### src/rtl/uart_rx_frame_pkg.sv
// Shared constants and state types for the UART frame receiver (package uart_pkg).
package uart_pkg;
    localparam int OVERSAMPLE = 16;
    localparam int MID_SAMPLE = 8;
    localparam logic [7:0] SYNC0 = 8'hAA;
    localparam logic [7:0] SYNC1 = 8'h55;

    typedef enum logic [1:0] {IDLE, START, DATA, STOP} rx_state_e;
    typedef enum logic [1:0] {HDR0, HDR1, PAYLOAD} frame_state_e;
endpackage

### src/rtl/uart_rx_frame_if.sv
// Serial input, pixel-RAM write port, frame status and FSM debug state of the frame receiver.
// Handshake: we is a one-cycle strobe with no back-pressure; wAddr/wData are valid only while we=1.
interface uart_rx_frame_if #(
    parameter int DATA_WIDTH = 8,
    parameter int ADDR_WIDTH = 14
);
    logic                  rx;
    logic                  b_16tick;
    logic                  we;
    logic [ADDR_WIDTH-1:0] wAddr;
    logic [DATA_WIDTH-1:0] wData;
    logic                  frame_busy;
    logic                  frame_done;
    logic                  frame_err;
    logic [1:0]            rx_state;
    logic [1:0]            frame_state;

    modport slave (
        input  rx, b_16tick,
        output we, wAddr, wData, frame_busy, frame_done, frame_err, rx_state, frame_state
    );
    modport master (
        output rx, b_16tick,
        input  we, wAddr, wData, frame_busy, frame_done, frame_err, rx_state, frame_state
    );
endinterface

### src/rtl/uart_rx_frame_core.sv
// uart_rx_core: rx synchroniser plus 16x-oversampled 8N1 bit sampler; one-cycle byte_valid/byte_err.
module uart_rx_core
    import uart_pkg::*;
#(
    parameter int DATA_WIDTH = 8
) (
    input  logic                  clk,
    input  logic                  reset,
    input  logic                  rx_i,
    input  logic                  tick_i,
    output logic [DATA_WIDTH-1:0] byte_o,
    output logic                  byte_valid_o,
    output logic                  byte_err_o,
    output logic [1:0]            state_o
);
    localparam int BW = (DATA_WIDTH > 1) ? $clog2(DATA_WIDTH) : 1;

    logic                  rx_meta_q, rx_sync_q;
    rx_state_e             state_q, state_d;
    logic [3:0]            tick_cnt_q, tick_cnt_d;
    logic [BW-1:0]         bit_cnt_q, bit_cnt_d;
    logic [DATA_WIDTH-1:0] shift_q, shift_d;
    logic                  stop_sample;

    always_ff @(posedge clk) begin
        if (reset) begin
            rx_meta_q  <= 1'b1;
            rx_sync_q  <= 1'b1;
            state_q    <= IDLE;
            tick_cnt_q <= '0;
            bit_cnt_q  <= '0;
            shift_q    <= '0;
        end else begin
            rx_meta_q  <= rx_i;
            rx_sync_q  <= rx_meta_q;
            state_q    <= state_d;
            tick_cnt_q <= tick_cnt_d;
            bit_cnt_q  <= bit_cnt_d;
            shift_q    <= shift_d;
        end
    end

    always_comb begin
        state_d    = state_q;
        tick_cnt_d = tick_cnt_q;
        bit_cnt_d  = bit_cnt_q;
        shift_d    = shift_q;
        case (state_q)
            IDLE: begin
                if (!rx_sync_q) begin
                    state_d    = START;
                    tick_cnt_d = '0;
                end
            end
            START: begin
                if (tick_i) begin
                    if (tick_cnt_q == 4'(MID_SAMPLE - 1)) begin
                        // Line back high at mid-start means a glitch, not a character.
                        tick_cnt_d = '0;
                        bit_cnt_d  = '0;
                        state_d    = rx_sync_q ? IDLE : DATA;
                    end else begin
                        tick_cnt_d = tick_cnt_q + 4'd1;
                    end
                end
            end
            DATA: begin
                if (tick_i) begin
                    if (tick_cnt_q == 4'(OVERSAMPLE - 1)) begin
                        tick_cnt_d = '0;
                        shift_d    = {rx_sync_q, shift_q[DATA_WIDTH-1:1]};
                        if (bit_cnt_q == BW'(DATA_WIDTH - 1)) state_d = STOP;
                        else                                   bit_cnt_d = bit_cnt_q + 1'b1;
                    end else begin
                        tick_cnt_d = tick_cnt_q + 4'd1;
                    end
                end
            end
            STOP: begin
                if (tick_i) begin
                    if (tick_cnt_q == 4'(OVERSAMPLE - 1)) begin
                        tick_cnt_d = '0;
                        state_d    = IDLE;
                    end else begin
                        tick_cnt_d = tick_cnt_q + 4'd1;
                    end
                end
            end
            default: state_d = IDLE;
        endcase
    end

    always_comb begin
        stop_sample  = (state_q == STOP) && tick_i && (tick_cnt_q == 4'(OVERSAMPLE - 1));
        byte_valid_o = stop_sample && rx_sync_q;
        byte_err_o   = stop_sample && !rx_sync_q;
        byte_o       = shift_q;
        state_o      = state_q;
    end
endmodule

### src/rtl/uart_rx_frame.sv
// uart_rx_frame: finds the AA 55 sync header and writes TOTAL_PIXELS payload bytes to the pixel RAM.
// Optional idle-timeout abort while receiving payload is enabled by defining UART_RX_TIMEOUT_EN.
module uart_rx_frame
    import uart_pkg::*;
#(
    parameter int DATA_WIDTH   = 8,
    parameter int IMG_WIDTH    = 80,
    parameter int IMG_HEIGHT   = 120,
    parameter int TOTAL_PIXELS = IMG_WIDTH * IMG_HEIGHT,
    parameter int ADDR_WIDTH   = $clog2(TOTAL_PIXELS),
    parameter int TIMEOUT_TCKS = 16 * 10 * 4
) (
    input  logic           clk,
    input  logic           reset,
    uart_rx_frame_if.slave bus
);
    logic [DATA_WIDTH-1:0] rx_byte;
    logic                  byte_valid, byte_err, timeout;
    logic [1:0]            core_state;

    frame_state_e          fstate_q, fstate_d;
    logic [ADDR_WIDTH-1:0] count_q, count_d;
    logic [ADDR_WIDTH-1:0] waddr_q, waddr_d;
    logic [DATA_WIDTH-1:0] wdata_q, wdata_d;
    logic                  we_q, we_d, done_q, done_d, err_q, err_d;

    uart_rx_core #(.DATA_WIDTH(DATA_WIDTH)) u_core (
        .clk          (clk),
        .reset        (reset),
        .rx_i         (bus.rx),
        .tick_i       (bus.b_16tick),
        .byte_o       (rx_byte),
        .byte_valid_o (byte_valid),
        .byte_err_o   (byte_err),
        .state_o      (core_state)
    );

`ifdef UART_RX_TIMEOUT_EN
    localparam int IW = $clog2(TIMEOUT_TCKS + 1);
    logic [IW-1:0] idle_q, idle_d;

    always_ff @(posedge clk) begin
        if (reset) idle_q <= '0;
        else       idle_q <= idle_d;
    end

    always_comb begin
        idle_d = idle_q;
        if (fstate_q != PAYLOAD || byte_valid) idle_d = '0;
        else if (bus.b_16tick)                 idle_d = idle_q + 1'b1;
        timeout = (fstate_q == PAYLOAD) && bus.b_16tick && !byte_valid &&
                  (idle_q == IW'(TIMEOUT_TCKS - 1));
    end
`else
    assign timeout = 1'b0;
`endif

    always_ff @(posedge clk) begin
        if (reset) begin
            fstate_q <= HDR0;
            count_q  <= '0;
            waddr_q  <= '0;
            wdata_q  <= '0;
            we_q     <= 1'b0;
            done_q   <= 1'b0;
            err_q    <= 1'b0;
        end else begin
            fstate_q <= fstate_d;
            count_q  <= count_d;
            waddr_q  <= waddr_d;
            wdata_q  <= wdata_d;
            we_q     <= we_d;
            done_q   <= done_d;
            err_q    <= err_d;
        end
    end

    always_comb begin
        fstate_d = fstate_q;
        count_d  = count_q;
        waddr_d  = waddr_q;
        wdata_d  = wdata_q;
        we_d     = 1'b0;
        err_d    = 1'b0;
        // The last write strobe is already registered, so done lands exactly one cycle after it.
        done_d   = we_q && (waddr_q == ADDR_WIDTH'(TOTAL_PIXELS - 1));
        case (fstate_q)
            HDR0: begin
                if (byte_err)                         err_d = 1'b1;
                else if (byte_valid && rx_byte == SYNC0) fstate_d = HDR1;
            end
            HDR1: begin
                if (byte_err) begin
                    err_d    = 1'b1;
                    fstate_d = HDR0;
                end else if (byte_valid) begin
                    if (rx_byte == SYNC1) begin
                        fstate_d = PAYLOAD;
                        count_d  = '0;
                    end else if (rx_byte != SYNC0) begin
                        fstate_d = HDR0;
                    end
                end
            end
            PAYLOAD: begin
                if (byte_err || timeout) begin
                    err_d    = 1'b1;
                    count_d  = '0;
                    fstate_d = HDR0;
                end else if (byte_valid) begin
                    we_d    = 1'b1;
                    waddr_d = count_q;
                    wdata_d = rx_byte;
                    if (count_q == ADDR_WIDTH'(TOTAL_PIXELS - 1)) begin
                        count_d  = '0;
                        fstate_d = HDR0;
                    end else begin
                        count_d = count_q + 1'b1;
                    end
                end
            end
            default: fstate_d = HDR0;
        endcase
    end

    always_comb begin
        bus.we          = we_q;
        bus.wAddr       = waddr_q;
        bus.wData       = wdata_q;
        bus.frame_busy  = (fstate_q == PAYLOAD);
        bus.frame_done  = done_q;
        bus.frame_err   = err_q;
        bus.rx_state    = core_state;
        bus.frame_state = fstate_q;
    end
endmodule
### src/flat_wrapper.sv
// flat-port wrapper written by rule: the top's interface ports become plain ports
module uart_rx_frame_flat import uart_pkg::*;
#(
    parameter int DATA_WIDTH   = 8,
    parameter int IMG_WIDTH    = 80,
    parameter int IMG_HEIGHT   = 120,
    parameter int TOTAL_PIXELS = IMG_WIDTH * IMG_HEIGHT,
    parameter int ADDR_WIDTH   = $clog2(TOTAL_PIXELS),
    parameter int TIMEOUT_TCKS = 16 * 10 * 4
)
  (clk, reset, bus_rx, bus_b_16tick, bus_we, bus_wAddr, bus_wData, bus_frame_busy, bus_frame_done, bus_frame_err, bus_rx_state, bus_frame_state);
  uart_rx_frame_if #(.DATA_WIDTH(DATA_WIDTH), .ADDR_WIDTH(ADDR_WIDTH)) bus_i ();
  input  logic clk;
  input  logic reset;
  input wire logic [$bits(bus_i.rx)-1:0] bus_rx;
  input wire logic [$bits(bus_i.b_16tick)-1:0] bus_b_16tick;
  output wire logic [$bits(bus_i.we)-1:0] bus_we;
  output wire logic [$bits(bus_i.wAddr)-1:0] bus_wAddr;
  output wire logic [$bits(bus_i.wData)-1:0] bus_wData;
  output wire logic [$bits(bus_i.frame_busy)-1:0] bus_frame_busy;
  output wire logic [$bits(bus_i.frame_done)-1:0] bus_frame_done;
  output wire logic [$bits(bus_i.frame_err)-1:0] bus_frame_err;
  output wire logic [$bits(bus_i.rx_state)-1:0] bus_rx_state;
  output wire logic [$bits(bus_i.frame_state)-1:0] bus_frame_state;
  assign bus_i.rx = bus_rx;
  assign bus_i.b_16tick = bus_b_16tick;
  assign bus_we = bus_i.we;
  assign bus_wAddr = bus_i.wAddr;
  assign bus_wData = bus_i.wData;
  assign bus_frame_busy = bus_i.frame_busy;
  assign bus_frame_done = bus_i.frame_done;
  assign bus_frame_err = bus_i.frame_err;
  assign bus_rx_state = bus_i.rx_state;
  assign bus_frame_state = bus_i.frame_state;
  uart_rx_frame #(.DATA_WIDTH(DATA_WIDTH), .IMG_WIDTH(IMG_WIDTH), .IMG_HEIGHT(IMG_HEIGHT), .TOTAL_PIXELS(TOTAL_PIXELS), .ADDR_WIDTH(ADDR_WIDTH), .TIMEOUT_TCKS(TIMEOUT_TCKS)) u_core (.clk(clk), .reset(reset), .bus(bus_i));
endmodule
### config.mk
export PLATFORM = sky130hd
export DESIGN_NAME = uart_rx_frame_flat
export DESIGN_NICKNAME = d
export VERILOG_FILES = /design/src/rtl/uart_rx_frame_pkg.sv /design/src/rtl/uart_rx_frame_if.sv /design/src/rtl/uart_rx_frame_core.sv /design/src/rtl/uart_rx_frame.sv /design/src/flat_wrapper.sv
export SDC_FILE = /design/constraint.sdc
export NUM_CORES = 1
export LEC_CHECK = 0
export CAP_MARGIN = 5
export CORE_AREA = 2 2 88 90
export DETAILED_ROUTE_END_ITERATION = 8
export DIE_AREA = 0 0 90 92
export PLACE_DENSITY = 0.65
export REMOVE_ABC_BUFFERS = 1
export SLEW_MARGIN = 20
export SYNTH_ARGS = -nofsm -noshare
export SYNTH_HDL_FRONTEND = slang
export SYNTH_SLANG_ARGS = --single-unit
export TNS_END_PERCENT = 100
### constraint.sdc
create_clock -name clk -period 4.3 [get_ports clk]
set_input_delay 0.43 -clock clk [delete_from_list [all_inputs] [get_ports clk]]
set_output_delay 0.43 -clock clk [all_outputs]
set_load 0.05 [all_outputs]
# Word-level counts from Yosys, hierarchy flattened
# Cells that the tools add are included.
[totals] latchBits=0 out_inout_bits=30 inputBits=4 mem_bits_ro=0 word_cells=114 mem_bits_rw=0 n_memories=0 reg_bits=60
[op_classes] bitwise_logic=3 n_eq_ne=32 n_shift=0 mux=41 n_mul=0 n_div=0 reduce_logical=22 order_cmp=0 add_sub_neg=3
[op_table] op="$mux 14" count=6
[op_table] op="$mux 2" count=18
[op_table] op="$eq 14x14->1 const B" count=2
[op_table] op="$pmux 14 s2" count=1
[op_table] op="$ne 2x2->1 const B" count=12
[op_table] op="$mux 4" count=5
[op_table] op="$mux 3" count=5
[op_table] op="$add 14x1->14 const B" count=1
[op_table] op="$pmux 4 s3" count=1
[op_table] op="$reduce_and 6->1" count=2
[op_table] op="$ne 3x1->1 const B" count=3
[op_table] op="$reduce_and 3->1" count=3
[op_table] op="$eq 8x7->1 const B" count=1
[op_table] op="$eq 8x8->1 const B" count=1
[op_table] op="$ne 8x8->1 const B" count=1
[op_table] op="$pmux 2 s4" count=1
[op_table] op="$reduce_and 8->1" count=1
[op_table] op="$eq 2x2->1 const B" count=3
[op_table] op="$logic_and 1x1->1" count=6
[op_table] op="$ne 2x1->1 const B" count=3
[op_table] op="$pmux 2 s3" count=1
[op_table] op="$pmux 3 s2" count=1
[op_table] op="$reduce_or 3->1" count=2
[op_table] op="$reduce_and 5->1" count=1
[op_table] op="13 further kinds" count=20

# Longest topological paths before layout
# Gate-level depths: netlist of run 1.
[depth] ltp_word=8 depth_mapped=7 depth_no_buf=7

# Hierarchy
# From an unflattened synthesis of run 1, not the netlist that was laid out.
[hier_totals] cells_unflattened=341 area_unflattened_um2=2842.7
[modules_own_cells] module="uart_rx_frame" n_inst=1 seq_area_each_um2=820.8 cells_each=233 area_per_inst_um2=1883.1
[modules_own_cells] module="uart_rx_core" n_inst=1 seq_area_each_um2=380.4 cells_each=108 area_per_inst_um2=959.7

# Worst setup path before layout of run 1
# Ideal clock, no wire load.
[synth_timing] path_type="register -> register" startpoint="register u_core.fstate_q[1] (netlist: u_core.bus.frame_state[1])" endpoint="register u_core.count_q[10]" path_buffers=1 stages_incl_launch_ff=7 t_required_ns=4.208 t_arrival_ns=2.241 path_slack_ns=1.967 synth_period_minus_slack_ns=2.333 setup_ns=0.092 cell_sequence="dfxtp_1 -> ha_1 -> o22ai_1 -> nand3_1 -> clkbuf_1 -> a21oi_1 -> o32ai_1"
[synth_via] elab_chain_len=3 word_cells_on_any_way=9 cone_classes="6 x eq/ne; 1 x mux; 2 x reduce/logical"
[synth_lines] element="start: declaration" line_no="uart_rx_frame.sv:21" rtl="frame_state_e fstate_q, fstate_d;"
[synth_lines] element="start signal: assignment" line_no="uart_rx_frame.sv:68" rtl="fstate_q <= fstate_d;"
[synth_lines] element="$eq 2x2->1 (*)"
[synth_lines] element="named net bus_frame_busy" line_no="flat_wrapper.sv:20" rtl="output wire logic [$bits(bus_i.frame_busy)-1:0] bus_frame_busy;"
[synth_lines] element="$ne 3x1->1 (no line) or $reduce_bool 2->1 (tied branches)"
[synth_lines] element="$reduce_and 5->1 (no line)"
[synth_lines] element="end signal: assignment" line_no="uart_rx_frame.sv:69" rtl="count_q <= count_d;"
[synth_lines] element="end: declaration" line_no="uart_rx_frame.sv:22" rtl="logic [ADDR_WIDTH-1:0] count_q, count_d;"
# The timed path passes the listed nets; every way through them passes the cells marked *.
# A chain may end at the register's enable or synchronous reset.

# Final worst setup path of run 1
[layout_timing] startpoint="register u_core.fstate_q[0] (netlist: u_core.bus.frame_state[0])" endpoint="output port bus_frame_busy"
[layout_via] elab_chain_len=1
[layout_lines] element="$eq 2x2->1" line_no="uart_rx_frame.sv:130" rtl="bus.frame_busy = (fstate_q == PAYLOAD);"
[layout_lines] element="end: declaration" line_no="flat_wrapper.sv:20"
# Every way passes these cells.

==> results.cfg, run 1 <==
[run_status]
outcome = complete, no violations

[global_routing]
grt_overflow_total = 0
grt_pass1_wl_um = 10500
grt_antenna_before_repair = 0
grt_use_total_pct = 15.3
via_count_of_the_first_global_routing_pass = 2305
grt_max_degree = 40

[finish]
final_design_instance_area_without_fill_um2 = 3420
sequential_cell_area_um2 = 1200
nNetsFinal = 381
finalNonFillerCells = 474
antennaDiodeCount = 0
area_growth_from_synthesis_to_layout_pct = 20.8
fillers = 768
drive_gt1_share_pct = 8.33
multi_input_comb_area_um2 = 1480

[power]
comb_power_share_pct = 3.5
power_frac_clock_pct = 46.9
max-vdd-ir-drop_v = 0.000148
p_leak_uw = 0.00107
power_frac_seq_pct = 49.6
swShare_pct = 22.5
power.switching_uw = 256
cellInternalPower_uw = 884
total_power_per_unit_cell_area_nw_per_um2 = 333

[route]
initialDrtViolationCount = 82
wirelength_um = 6160
antenna_left = 0
drt_drc_violations_left = 0
detail_route.first_pass.iterations = 4
avgViaCountPerCell = 5.19
post_drt_wl_per_cell_um = 13.0
vias = 2461

[clocking]
ctsLongestPathBuffers = 2
htree_num_levels = 3
clock-root-buffer = clkbuf_8
post_cts.repair.setup_buffers = 0
cts_tree = done
cts_resized = 0
worstSkewPairLatency_ps = 340
cts_buffers = 9
cts-hold-fix-buffers = 0
clk_pin_slew_worst_paths_ps = 70
cts_num_sinks = 60

[sta]
slew_violations = 0
timing_worst_slew_pin_value_ps = 830
hold_viol = 0
maxClockFrequency_ghz = 0.406
setup-violations-final = 0
unrepaired_setup_endpoints_after_global_routing = no
slew_headroom_pct = 44.5
setup_ws_ps = 1840
min_period_ps = 2460
fin_worst_skew_ps = 7.39
final.period_utilization_pct = 57.3
setup-tns-final_ps = 0

[worst_hold_path]
worst_hold_path.endpoint = u_core.u_core.rx_sync_q
timing.hold.worst.class = register to register
min_delay_path_depth = 1
min-delay-start = u_core.u_core.rx_meta_q

[yosys]
ys.warnings.count = 0
synth_area_per_cell_um2 = 8.30
yosys_most_used_dff = dfxtp_1
postSynthRegisterBits = 60
number_of_enable_flip_flop_cells_after_synthesis = 0
fraction_of_post_synthesis_cell_area_in_the_top_cell_type_by_area_pct = 42.4
synth_sequential_area_ratio_pct = 42.4
syn_inst = 341
yosys-top-cells-area = dfxtp_1 42%, nand2_1 8.1%, a21oi_1 7.4%
post-synth-top-area-cell = dfxtp_1
area_of_the_mapped_netlist_um2 = 2830
netlist-cell-type-count = 42
synth-async-reset-ratio_pct = 0

[setup_path]
r2r_start = u_core.u_core.tick_cnt_q[0]
worst_setup_path_end_kind = output pin
worst-endpoint-arrival_ps = 2030
rr_endpoint = u_core.bus.wAddr[0]
critical_path_peak_fanout = 6
ff_to_ff_setup_slack_ps = 2020
setup.worst_path.start_class = register
rr_worst_depth = 6
worstPathRequired_ps = 3870
timing.setup.critical_path_class = register to output pin

[placed_design]
hpwl_um = 4120
dpl_worst_slack_ps = 1580
io_buffers = 33
numPlacedInstances = 459
dpl_cell_area_um2 = 3210
gp_routability_congestion = 0.806

[floorplan]
boundaryPins = 34
die_y_um = 92
floorplan.die_area_um2 = 8280
placementRows = 32
floorplan.initialDensity_pct = 38.0
core_area_um2 = 7450
floorplan.die.width_um = 90

[job]
timing.max_cap.violations = 0
-- how the worst max path moves through the flow --
stage,startpoint,end,slack (ps)
2_1_floorplan,register,u_core.u_core.byte_o[0],1760
3_3_place_gp,bus_b_16tick,u_core.bus.wAddr[2],1690
3_5_place_dp,bus_b_16tick,u_core.bus.wAddr[0],1580
4_1_cts,u_core.bus.frame_state[0],bus_frame_busy,1800
5_1_grt,bus_b_16tick,u_core.bus.wAddr[2],1580
6_report,u_core.bus.frame_state[0],bus_frame_busy,1840
-- metrics by stage --
step / util (%) / total power [µW] / hold WS [ps]
finish: 45.9 / 1140 / 418
CTS: 45.9 / 1150 / 413
global placement: 43.1 / 616 / 395
global route: 45.9 / 1180 / 424
detailed placement: 43.1 / 618 / 394
floorplan: - / 597 / 389
-- power groups by stage --
stage               logic [µW]  clock network, µW  registers (µW)
global placement          38.8                  0             577
detailed placement        40.1                  0             578
CTS                       40.2                543             565
global route              44.9                570             565
floorplan                 16.0                  0             581
finish                    40.3                535             565
-- registers in the layout (all words and copies together), names as in the netlist, named ones only --
register,cells
u_core.bus.wAddr,14
u_core.count_q,14
u_core.bus.wData,8
u_core.u_core.byte_o,8
u_core.u_core.tick_cnt_q,4
u_core.u_core.bit_cnt_q,3
u_core.bus.frame_state,2
u_core.bus.frame_done,1
u_core.bus.frame_err,1
u_core.bus.we,1
u_core.u_core.rx_meta_q,1
u_core.u_core.rx_sync_q,1
u_core.u_core.state_o,1
-- cell families after synthesis --
logic type	share of synthesized area [%]
muxes	5.04
buffers and inverters	5.30
xor gates and xnor gates	0.309
adders and majority gates	3.98
AOI/OAI and AO/OA	14.5
and+or+nand+nor	28.5
DFF	42.4
-- per-layer routing --
metal / wire length [µm] / track usage, % / up-vias
li1: - / - / 1250
met1: 2820 / 18.4 / 1160
met2: 3010 / 26.1 / 38
met3: 181 / 3.12 / 13
met4: 139 / 7.82 / 0
met5: 0 / 0 / -
-- synth_stat cells, types with 2 or more instances --
master	instances
and3_1	2
nand3_1	12
o32ai_1	11
mux2i_1	12
a21oi_1	42
mux2_1	2
buf_6	2
nor2b_1	2
inv_1	13
nand2_1	61
clkbuf_1	14
nand2b_1	4
or3_1	12
nor3_1	8
nand4_1	6
or4b_1	4
nor4b_1	2
buf_2	3
dfxtp_1	60
nor2_1	22
o31ai_1	2
nand4bb_1	3
nand3b_1	4
inv_2	3
o21ai_1	6
ha_1	9
or2_2	4
nor3b_1	2
-- cell usage in the layout, fill, tap and decap left out, types with 2 or more instances in the layout --
cell type        netlist  routed
o21ai_1                6       6
a21oi_1               42      42
and3_1                 2       2
inv_2                  3       3
nor2b_1                2       2
nor4b_1                2       2
nor3_1                 8       8
or3_1                 12      12
nor2_1                22      22
nand2_1               61      61
clkinvlp_4             0       2
nand4_1                6       6
nand4bb_1              3       3
or4b_1                 4       4
mux2_1                 2       2
buf_4                  0       2
mux2i_1               12      12
dfxtp_1               60      60
inv_1                 13      13
ha_1                   9       9
nand3_1               12      12
nor3b_1                2       2
nand2b_1               4       4
nand3b_1               4       4
o31ai_1                2       2
or2_2                  4       4
clkdlybuf4s50_1        0      32
o32ai_1               11      11
clkbuf_8               0      12
-- worst max-delay path, stage by stage, from the launching register on --
cell             delay [ps]
dfxtp_1                 350
inv_1                   120
ha_1                    350
clkdlybuf4s50_1         870
-- cell type report --
cell class / instances / area share, %
Timing Repair Buffer: 35 / 9.95
Multi-Input combinational cell: 246 / 43.3
Clock inverter: 3 / 1.32
Tap cell: 102 / 3.73
Sequential cell: 60 / 35.1
Inverter: 16 / 1.76
Clock buffer: 12 / 4.83
Power figures use the tool's default switching activity.
==> run 2, diff against run 1 <==
==> constraint.sdc (replaced) <==
create_clock -name clk -period 2.4 [get_ports clk]
set_input_delay 0.24 -clock clk [delete_from_list [all_inputs] [get_ports clk]]
set_output_delay 0.24 -clock clk [all_outputs]
set_load 0.05 [all_outputs]
==> run 2 against run 1 <==
Non-clock buffer count is 13 higher; count of clock-buffer cells in the layout down 1; worst setup slack worse by 1700 ps; final cell count increased by 2.7%; worst hold slack worse by 6.8 ps; critical path type unchanged; sequential power increased by 79%; die area is the same; power increased by 67%; wire length up 0.58%; sequential share of layout area is 0.64 points lower.
==> results.cfg, run 2 (same netlist as run 1, synthesis figures left out) <==
[run_status]
outcome = complete, no violations

[finish]
nNetsFinal = 394
drive_gt1_share_pct = 11.4
fillers = 763
layout_common_cells = 61 x nand2_1, 60 x dfxtp_1, 42 x a21oi_1
area_growth_from_synthesis_to_layout_pct = 23.0
sequential_cell_area_um2 = 1200
multi_input_comb_area_um2 = 1480
most_common_cell_after_layout_fill_and_taps_aside = nand2_1
finalNonFillerCells = 487
antennaDiodeCount = 0

[clocking]
worstSkewPairLatency_ps = 330
cts_num_sinks = 60
cts-hold-fix-buffers = 0
clk_pin_slew_worst_paths_ps = 70
cts_tree = done
htree_num_levels = 3
clock-root-buffer = clkbuf_8
post_cts.repair.setup_buffers = 0
cts_buffers = 9
ctsLongestPathBuffers = 2
cts_resized = 0

[global_routing]
grt_antenna_before_repair = 0
grt_util_met3_pct = 3.53
grt_max_degree = 44
grt_use_met2_pct = 27.1
gr-max-usage-layer = met2
grt_pass1_wl_um = 10900
grt_util_met1_pct = 19.9
grt_use_total_pct = 15.9
grt_overflow_total = 0
via_count_of_the_first_global_routing_pass = 2398

[setup_path]
worst_setup_path_end_kind = output pin
critical_path_peak_fanout = 6
rr_worst_depth = 7
ff_to_ff_setup_slack_ps = 360
worstSetupEndpoint = bus_frame_busy
worst-endpoint-arrival_ps = 1990
rr_endpoint = u_core.bus.frame_state[1]
worstPathRequired_ps = 2160
timing.setup.critical_path_class = register to output pin
setup.worst_path.start_class = register
r2r_start = u_core.count_q[0]
setup.worst_path.start = u_core.bus.frame_state[0]

[route]
antenna_left = 0
post_drt_wl_per_cell_um = 12.7
avgViaCountPerCell = 5.11
wirelength_um = 6190
detail_route.first_pass.iterations = 4
initialDrtViolationCount = 109
vias = 2488
drt_drc_violations_left = 0

[sta]
hold_viol = 0
setup_ws_ps = 168
min_period_ps = 2230
slew_violations = 0
setup-tns-final_ps = 0
slew_headroom_pct = 54.1
unrepaired_setup_endpoints_after_global_routing = no
timing_worst_slew_pin_value_ps = 688
fin_worst_skew_ps = 7.97
maxClockFrequency_ghz = 0.448
final.period_utilization_pct = 93.0
setup-violations-final = 0

[placed_design]
numPlacedInstances = 472
hpwl_um = 4240
gp_routability_congestion = 0.849
io_buffers = 33
dpl_worst_slack_ps = 342

[floorplan]
floorplan.die_area_um2 = 8280
core_area_um2 = 7450
die_y_um = 92
placementRows = 32
floorplan.die.width_um = 90
floorplan.initialDensity_pct = 38.0
boundaryPins = 34

[worst_hold_path]
timing.hold.worst.class = register to register

[power]
max-vdd-ir-drop_v = 0.000252
p_leak_uw = 0.00112
total_power_per_unit_cell_area_nw_per_um2 = 545

[job]
timing.max_cap.violations = 0
[run 2: cell types whose count changed in the layout (fill, tap and decap cells not counted), sizes merged]
cell    delta
clkbuf     -1
buf       +13
bufinv     -1
clkinv     +2
[run 2: routing by layer]
metal	vias up	wire [µm]
li1	1280	-
met1	1165	2840
met2	36	3080
met3	7	202
met4	0	73
met5	-	0
[run 2: worst min path at each step]
stage,from,end,slack (ps),cells after the start
6_report,u_core.u_core.rx_meta_q,u_core.u_core.rx_sync_q,410,1
5_1_grt,u_core.u_core.rx_meta_q,u_core.u_core.rx_sync_q,430,1
4_1_cts,u_core.u_core.rx_meta_q,u_core.u_core.rx_sync_q,410,1
3_5_place_dp,u_core.u_core.rx_meta_q,u_core.u_core.rx_sync_q,400,1
3_3_place_gp,u_core.u_core.rx_meta_q,u_core.u_core.rx_sync_q,400,1
2_1_floorplan,reset,u_core.bus.wAddr[0],310,1
[run 2: area by class of cell]
cell class              instances  share of cell area [%]
clock buffers                  11                    4.35
multi-input cells             246                    42.5
clock inverters                 4                   0.718
well taps                     102                    3.66
flip-flops and latches         60                    34.5
repair buffers                 48                    12.6
inverters                      16                    1.72
[run 2: worst max-delay path, stage by stage (launching register included)]
cell	delay (ps)
dfxtp_1	360
inv_1	120
ha_1	330
clkdlybuf4s50_1	860
[run 2: stage by stage]
step | hold slack (ps) | area (µm²) | power [µW] | utilization, %
floorplan | 309 | 2740 | 1070 | -
global placement | 396 | 3310 | 1110 | 44.4
detailed placement | 396 | 3310 | 1110 | 44.4
CTS | 411 | 3480 | 1920 | 46.8
global route | 433 | 3480 | 1970 | 46.8
finish | 411 | 3480 | 1900 | 46.8
[run 2: power by group]
group	total, µW	switching [µW]	internal [µW]
Clock	814	393	421
Combinational	73.6	47.9	25.7
Sequential	1010	11.4	1000
Total	1900	452	1450
==> patch: new RTL, config.mk and constraints of run 1 <==
Add a define of `UART_RX_TIMEOUT_EN`.
--- a/src/rtl/uart_rx_frame.sv
+++ b/src/rtl/uart_rx_frame.sv
@@ -2,2 +2,4 @@
 // Optional idle-timeout abort while receiving payload is enabled by defining UART_RX_TIMEOUT_EN.
+`define UART_RX_TIMEOUT_EN
+
 module uart_rx_frame
Check against the original RTL: same outputs for any inputs over 10 cycles, from zero or initial values and one cycle with reset high; that may be too few to reach the edited logic, so the function may still have changed.
==> patch against run 1 <==
Die area did not move. Power increased by 14%. Area after synthesis grew 10%. Cell area grew 9.0%. Routed wire length rose by 4.5%. Worst setup slack got worse by 0.29 ns. Sequential share of layout area increased by 2.5 points. Sequential cell count grew 10. Core utilization increased by 4.1 points. Critical endpoint is now u_core.count_q[7]. Largest power group unchanged.
==> patch: results (changes against run 1) <==
outcome:
  status: "finished, final reports clean"  # unchanged
pwr:
  leakagePower_nw: 1.23  # was 1.07 nW
  ir_drop_v: 0.000153  # was 0.000148 V
worst_setup_path:
  cp-startpoint: "bus_b_16tick"  # was u_core.bus.frame_state[0]
  timing.critical_path.fanout_max: 25  # was 6
  rrSetupSlack_ns: 1.69  # was 2.02 ns
  r2r-start: "u_core.u_core.tick_cnt_q[0]"  # unchanged
  cp_slowest_cell: "a21oi_1"  # was clkdlybuf4s50_1
  critPathTopFamily: "compound AO/OA/AOI/OAI gates"  # was buffers and inverters
  slowest_delay_ns: 0.78  # was 0.87 ns
grt:
  grt_start_max_net_pins: 45  # was 40
  grt_util_all_layers: 0.165  # was 0.153
  grt_pass1_wl_um: 11100  # was 10500 um
  grt_pass1_vias: 2452  # was 2305
  grt_antenna_before_repair: 0  # unchanged
clock_network:
  postCtsResizedCells: 0  # unchanged
  clock_latency_ns: 0.36  # was 0.34 ns
route:
  drtIter0Drc: 104  # was 82
  routed_wl_um: 6430  # was 6160 um
  drt-vias-per-instance: 5.27  # was 5.19
timing:
  worst_pin_slew_ns: 0.980  # was 0.830 ns
  clock-skew-final_ns: 0.0124  # was 0.00739 ns
final_layout:
  regArea_um2: 1400  # was 1200 um^2
  drive_gt1_frac: 0.0723  # was 0.0833
  fillers: 730  # was 768
  nNetsFinal: 405  # was 381
synth:
  synth_common_cells: "dfxtp_1, nand2_1, a21oi_1"  # was nand2_1, dfxtp_1, a21oi_1
  ys_warn_count: 0  # unchanged
  synth.area.top_cells: "dfxtp_1, nand2_1, a21oi_1"  # unchanged
  ys_seq_area_frac: 0.449  # was 0.424
  synth_cell_types: 48  # was 42
  ys.flop_type: "dfxtp_1"  # unchanged
worst_hold_path:
  worstHoldPathType: "reg2reg"  # unchanged
place:
  place.gp.congestion: 0.814  # was 0.806
  dp_hpwl_um: 4380  # was 4120 um
==> patch: changes by cell type in the layout (fill, tap and decap cells not counted), moves of 5 or more <==
cell      delta
or3_1        -7
o21ai_0     +17
dfxtp_1     +10
nand4_1      +7
a211oi_1    +11
o21ai_1      -6
or4_1        +5
mux2i_1      -6
inv_1        -9
xor2_1       +7
nand2_1      +9
o32ai_1     -11
==> patch: layout make-up <==
type / count / area share
clock buffer: 9 / 0.0332
tap: 102 / 0.0343
timing repair buffer: 36 / 0.0934
inverter: 4 / 0.00403
sequential: 70 / 0.376
multi-input combinational: 275 / 0.431
clock inverter: 7 / 0.0275
==> patch: routing by layer <==
metal	vias up	GRT usage	part of all wire
li1	1370	-	-
met1	1228	0.205	0.48
met2	44	0.274	0.47
met3	10	0.0378	0.035
met4	0	0.0731	0.020
met5	-	0	0
==> patch: final timing paths <==
kind	end	depth (start not counted)
worst min register to register	u_core.u_core.rx_sync_q	1
worst max register to register	u_core.count_q[7]	6
worst max-delay path	u_core.count_q[7]	6
worst min-delay path	u_core.u_core.rx_sync_q	1
==> patch: kinds of logic after synthesis <==
family / count (synthesis) / share of synthesized area
and+or+nand+nor: 169 / 0.282
AOI/OAI and AO/OA: 83 / 0.160
DFF: 70 / 0.449
buffers and inverters: 24 / 0.0368
xor gates and xnor gates: 12 / 0.0336
muxes: 6 / 0.0192
adders and majority gates: 5 / 0.0200
==> patch: worst register-to-register path, delay by kind of cell, from the launching register on <==
kind,cells,cell delay (ns)
DFF,1,0.37
adders and majority gates,1,0.26
and+or+nand+nor,2,0.56
AOI/OAI and AO/OA,3,1.26
==> patch: stage by stage <==
step           setup slack, ns  total power [mW]  cell area (um^2)  std cells  hold slack (ns)
2_1_floorplan             1.41             0.686              3020        349            0.389
3_3_place_gp              1.24             0.704              3500        487            0.396
3_5_place_dp              1.15             0.705              3500        487            0.399
5_1_grt                   1.33              1.34              3730        503            0.423
6_report                  1.55              1.30              3730        503            0.414
4_1_cts                   1.49              1.31              3730        503            0.416
==> patch: power by group <==
group / total, mW / internal [mW] / switching (mW)
registers: 0.656 / 0.650 / 0.00562
logic: 0.0329 / 0.0117 / 0.0212
clock network: 0.607 / 0.333 / 0.274
total: 1.30 / 0.995 / 0.301
